File: src/rtl/arb_pkg.sv
// Shared constants, state type and helpers for the 8-way round-robin arbiter.
package arb_pkg;

  localparam int unsigned N_REQ = 8;
  localparam int unsigned ID_W  = 3;

  typedef enum logic [0:0] {
    IDLE = 1'b0,
    BUSY = 1'b1
  } state_t;

  localparam logic [ID_W-1:0] RESET_PTR = 3'd7;

  // Binary index of the single set bit; 0 for an all-zero vector.
  function automatic logic [ID_W-1:0] onehot_to_id(input logic [N_REQ-1:0] oh);
    logic [ID_W-1:0] id;
    id = '0;
    for (int i = 0; i < int'(N_REQ); i++) begin
      if (oh[i]) id = id | ID_W'(i);
    end
    return id;
  endfunction

endpackage

File: src/rtl/rr_pick8.sv
// Combinational round-robin pick: first set request scanning upward from last+1.
module rr_pick8
  import arb_pkg::*;
(
  input  logic [N_REQ-1:0] req,
  input  logic [ID_W-1:0]  last,
  output logic [N_REQ-1:0] pick_onehot,
  output logic [ID_W-1:0]  pick_id,
  output logic             pick_any
);

  logic [ID_W-1:0]    start;
  logic [2*N_REQ-1:0] rot_dbl;
  logic [N_REQ-1:0]   rot;
  logic [N_REQ-1:0]   iso;
  logic [2*N_REQ-1:0] back_dbl;

  // Rotate so last+1 sits at bit 0, isolate lowest set bit, rotate back.
  always_comb begin
    start       = last + 3'd1;
    rot_dbl     = {req, req} >> start;
    rot         = rot_dbl[N_REQ-1:0];
    iso         = rot & (~rot + 8'd1);
    back_dbl    = {iso, iso} << start;
    pick_onehot = back_dbl[2*N_REQ-1:N_REQ];
    pick_id     = onehot_to_id(pick_onehot);
    pick_any    = |req;
  end

endmodule

File: src/rtl/rr_arbiter_8.sv
// Round-robin arbiter for 8 requesters with held grants, release on done,
// request drop, disable, or hold timeout.
module rr_arbiter_8
  import arb_pkg::*;
#(
  parameter int unsigned MAX_HOLD = 16,
  parameter int unsigned HOLD_W   = 8
) (
  input  logic             clk,
  input  logic             reset,
  input  logic             enable,
  input  logic [N_REQ-1:0] req,
  input  logic             done,
  output logic [N_REQ-1:0] grant,
  output logic [ID_W-1:0]  grant_id,
  output logic             grant_valid,
  output logic             timeout
);

  localparam bit                HOLD_EN   = (MAX_HOLD != 0);
  localparam logic [HOLD_W-1:0] HOLD_LAST = HOLD_W'((MAX_HOLD == 0) ? 0 : MAX_HOLD - 1);
  localparam logic [HOLD_W-1:0] HOLD_SAT  = '1;

  state_t            state, state_nxt;
  logic [ID_W-1:0]   last, last_nxt;
  logic [HOLD_W-1:0] hold, hold_nxt;
  logic [N_REQ-1:0]  grant_nxt;
  logic [ID_W-1:0]   grant_id_nxt;
  logic              grant_valid_nxt;
  logic              timeout_nxt;

  logic [N_REQ-1:0]  pick_onehot;
  logic [ID_W-1:0]   pick_id;
  logic              pick_any;
  logic              rel_other;
  logic              rel_expire;

  rr_pick8 u_pick (
    .req         (req),
    .last        (last),
    .pick_onehot (pick_onehot),
    .pick_id     (pick_id),
    .pick_any    (pick_any)
  );

  // Next-state and next-output logic.
  always_comb begin
    state_nxt       = state;
    last_nxt        = last;
    hold_nxt        = hold;
    grant_nxt       = grant;
    grant_id_nxt    = grant_id;
    grant_valid_nxt = grant_valid;
    timeout_nxt     = 1'b0;
    rel_other       = done | ~req[grant_id] | ~enable;
    rel_expire      = HOLD_EN && (hold == HOLD_LAST);

    case (state)
      IDLE: begin
        if (enable && pick_any) begin
          state_nxt       = BUSY;
          last_nxt        = pick_id;
          hold_nxt        = '0;
          grant_nxt       = pick_onehot;
          grant_id_nxt    = pick_id;
          grant_valid_nxt = 1'b1;
        end
      end
      BUSY: begin
        if (rel_other || rel_expire) begin
          state_nxt       = IDLE;
          hold_nxt        = '0;
          grant_nxt       = '0;
          grant_id_nxt    = '0;
          grant_valid_nxt = 1'b0;
          // Timeout only flags a revocation the owner did not cause itself.
          timeout_nxt     = rel_expire & ~rel_other;
        end else if (hold != HOLD_SAT) begin
          hold_nxt = hold + HOLD_W'(1);
        end
      end
      default: begin
        state_nxt       = IDLE;
        grant_nxt       = '0;
        grant_id_nxt    = '0;
        grant_valid_nxt = 1'b0;
      end
    endcase
  end

  // State, pointer, counter and output registers.
  always_ff @(posedge clk) begin
    if (reset) begin
      state       <= IDLE;
      last        <= RESET_PTR;
      hold        <= '0;
      grant       <= '0;
      grant_id    <= '0;
      grant_valid <= 1'b0;
      timeout     <= 1'b0;
    end else begin
      state       <= state_nxt;
      last        <= last_nxt;
      hold        <= hold_nxt;
      grant       <= grant_nxt;
      grant_id    <= grant_id_nxt;
      grant_valid <= grant_valid_nxt;
      timeout     <= timeout_nxt;
    end
  end

endmodule
File: config.mk
export PLATFORM = sky130hd
export DESIGN_NAME = rr_arbiter_8
export DESIGN_NICKNAME = d
export VERILOG_FILES = /design/src/rtl/arb_pkg.sv /design/src/rtl/rr_pick8.sv /design/src/rtl/rr_arbiter_8.sv
export SDC_FILE = /design/constraint.sdc
export NUM_CORES = 1
export LEC_CHECK = 0
export BUFFER_PORTS_ARGS = -buffer_cell sky130_fd_sc_hd__buf_2
export CAP_MARGIN = 20
export CORE_AREA = 5 5 67 69
export DETAILED_ROUTE_END_ITERATION = 7
export DIE_AREA = 0 0 72 74
export PLACE_DENSITY = 0.89
export SYNTH_ARGS = -nofsm -noshare
export SYNTH_HDL_FRONTEND = slang
export SYNTH_SLANG_ARGS = --single-unit
export TNS_END_PERCENT = 20
File: constraint.sdc
create_clock -name clk -period 3 [get_ports clk]
set_input_delay 0.3 -clock clk [delete_from_list [all_inputs] [get_ports clk]]
set_output_delay 0.3 -clock clk [all_outputs]
set_load 0.005 [all_outputs]
==> flow_summary.yaml <==
outcome:
  status: "finished clean"
logic_synthesis:
  syn_area_sq_mm: 0.00219
  synth_edf_count: 0
  synth.most_common_cell: "nor2_1"
  netlist_instances: 277
  synth_top_flop_cell: "dfxtp_1"
  ys_seq_elements: 25
  synth_area_leader_cell: "dfxtp_1"
  synth_area_per_cell_sq_um: 7.91
  ys_seq_area_frac: 0.228
  syn_nets: 291
  synthTopCellsByCount: "30 x nor2_1, 25 x dfxtp_1, 25 x nand2_1"
  synthTopCellsByArea: "dfxtp_1 23%, mux2i_1 5.5%, mux4_2 5.1%"
  ys_async_sr_fraction: 0
  synth_top_area_share: 0.228
  ys_types: 62
  ys.warnings.count: 0
critical_path:
  cp_slowest_stage_delay_ns: 0.53
  arrival_ns: 2.90
  cp_num_buf_inv: 1
  critical_path.reg2reg.startpoint: "last[1]$_SDFFE_PP1P_"
  cp_top_family: "compound AO/OA/AOI/OAI gates"
  crit_path_end_kind: "flip-flop"
  crit_path_top_delay_cell: "a2111oi_0"
  start_kind: "flip-flop"
  cp_data_required_time_ns: 3.13
  cp_common_cell: "a211oi_1"
  worstPathMaxFanout: 29
  critical_path_class: "reg -> reg"
  crit_chain: "ha_2 > buf_12 > nor3b_1 > a2111oi_0 > a211oi_1 > a31oi_1 > o21ai_0 > a211oi_1 > a21oi_1"
  worstSetupStartpoint: "last[1]$_SDFFE_PP1P_"
floorplan:
  num_rows: 23
  ios: 25
  floorplan.initialDensity: 0.568
  die_w_um: 72
  die_y_um: 74
  coreArea_sq_mm: 0.00386
  die_area_sq_mm: 0.00533
sta:
  worst_hold_slack_ns: 0.350
  slew_headroom: 0.581
  finalSetupViolCount: 0
  fin_crit_ns: 2.76
  fmax_mhz: 362
  tns_ns: 0
  period_share: 0.921
  slew_viol_final: 0
  final_hold_viol_count: 0
  grt_setup_unrepaired: "false"
  tightest_slew_ns: 0.627
  worst_clock_skew_ns: 0.0109
power:
  p_sw_mw: 1.56
  combPwrFrac: 0.783
  pwr-share-clk: 0.066
  sw_frac_of_total: 0.520
  ir_worst_vdd_mv: 0.873
  p_int_mw: 1.44
  seqPwrFrac: 0.151
  p_leak_nw: 0.888
  power_density_mw_per_mm2: 1250
clock_network:
  cts_buffers: 3
  cts_tree: "built"
  clock_latency_ns: 0.27
  cts-root-buf: "clkbuf_8"
  h-tree-depth: 1
  cts.clk_slew.worst_paths_ns: 0.09
  clock_sinks: 25
  clk_path_buf_depth: 2
global_routing:
  grt.total_usage: 0.232
  overflow: 0
  grt_max_degree: 30
  antenna_found_initial: 0
  grt_pass1_vias: 2147
  grt_pass1_wl_um: 9990
min_path:
  min-delay-start: "reset"
  hp-class: "in -> reg"
cells_and_area:
  layout-drive-gt1-share: 0.201
  areaGrowthSynthToFinish_pct: 9.76
  nets: 309
  diodes: 0
route:
  vias: 2301
  dr.pass1.iters: 5
  wl_per_cell_um: 17.3
  viasPerCell: 6.69
  drc: 0
  wl_um: 5970
  drt_iter0_drc: 196
  drtAntennaViolNets: 0
placed_design:
  io_buffers: 24
  dp_hpwl_um: 4460
  gp_congestion: 0.945
flow_run:
  drv_cap: 0
timing repair:
| item | CTS | global route |
|---|---|---|
| setup endpoints to repair | 0 | 6 |
| hold buffers | 0 | 0 |
| buffers inserted | 0 | 0 |
| gates resized for setup | 0 | 3 |
stage by stage:
step	worst slack [ns]	power, mW	cells	util	area, sq um
after floorplan	0.569	2.15	277	-	2190
after global placement	0.228	2.68	340	0.609	2350
after detailed placement	0.140	2.72	340	0.609	2350
after CTS	0.119	2.92	344	0.621	2390
after global routing	0.0130	3.19	344	0.624	2410
final	0.236	3.00	344	0.624	2410
flip-flops by register name, indices dropped and copies added (netlist names):
name / cells
grant: 8
grant_id: 3
grant_valid: 1
hold: 8
last: 3
state: 1
timeout: 1
logic make-up (layout without fill, tap and decap cells):
kind of cell	count (synthesis)	in the layout	synth area share
xor+xnor	7	7	0.0348
flops	25	25	0.228
mux	21	21	0.127
buf+inv	27	44	0.0639
simple gates	115	115	0.277
compound gates	80	80	0.257
fa+ha+maj	2	2	0.0114
metal layers:
metal / up-vias / wire [um] / track usage / share of wire
li1: 1075 / - / - / -
met1: 1089 / 2540 / 0.308 / 0.43
met2: 122 / 2810 / 0.396 / 0.47
met3: 15 / 499 / 0.0365 / 0.084
met4: 0 / 114 / 0.0564 / 0.019
met5: - / 0 / 0 / 0
placed cells by master (no fill, tap or decap), types with 8 or more instances in the layout:
master	instances
dfxtp_1	25
mux2i_1	12
nor3_1	11
nand3_1	8
o21ai_0	14
buf_4	10
a211oi_1	8
nand2_1	25
nor2_1	30
nand2b_1	9
buf_2	24
a21oi_1	13
power by group through the flow:
stage	sequential, mW	combinational [mW]	clock, mW
after floorplan	0.454	1.70	0
after global placement	0.457	2.23	0
after detailed placement	0.459	2.26	0
after CTS	0.452	2.26	0.200
after global routing	0.463	2.52	0.211
final	0.453	2.35	0.197
final cells by class:
type / count / area, sq um
fillers: 350 / 1450
clock buffers: 4 / 45.0
flip-flops and latches: 25 / 500
multi-input cells: 225 / 1560
well taps: 50 / 62.6
inverters: 5 / 18.8
repair buffers: 35 / 215
final timing paths:
kind	slack, ns	depth (start not counted)	end
min reg2reg	0.45	2	grant[5]$_SDFFE_PP0P_
max	0.24	9	last[1]$_SDFFE_PP1P_
min	0.35	2	grant_valid$_SDFFE_PP0P_
max reg2reg	0.24	9	last[1]$_SDFFE_PP1P_
No activity file was read; power rests on OpenSTA's default activity.
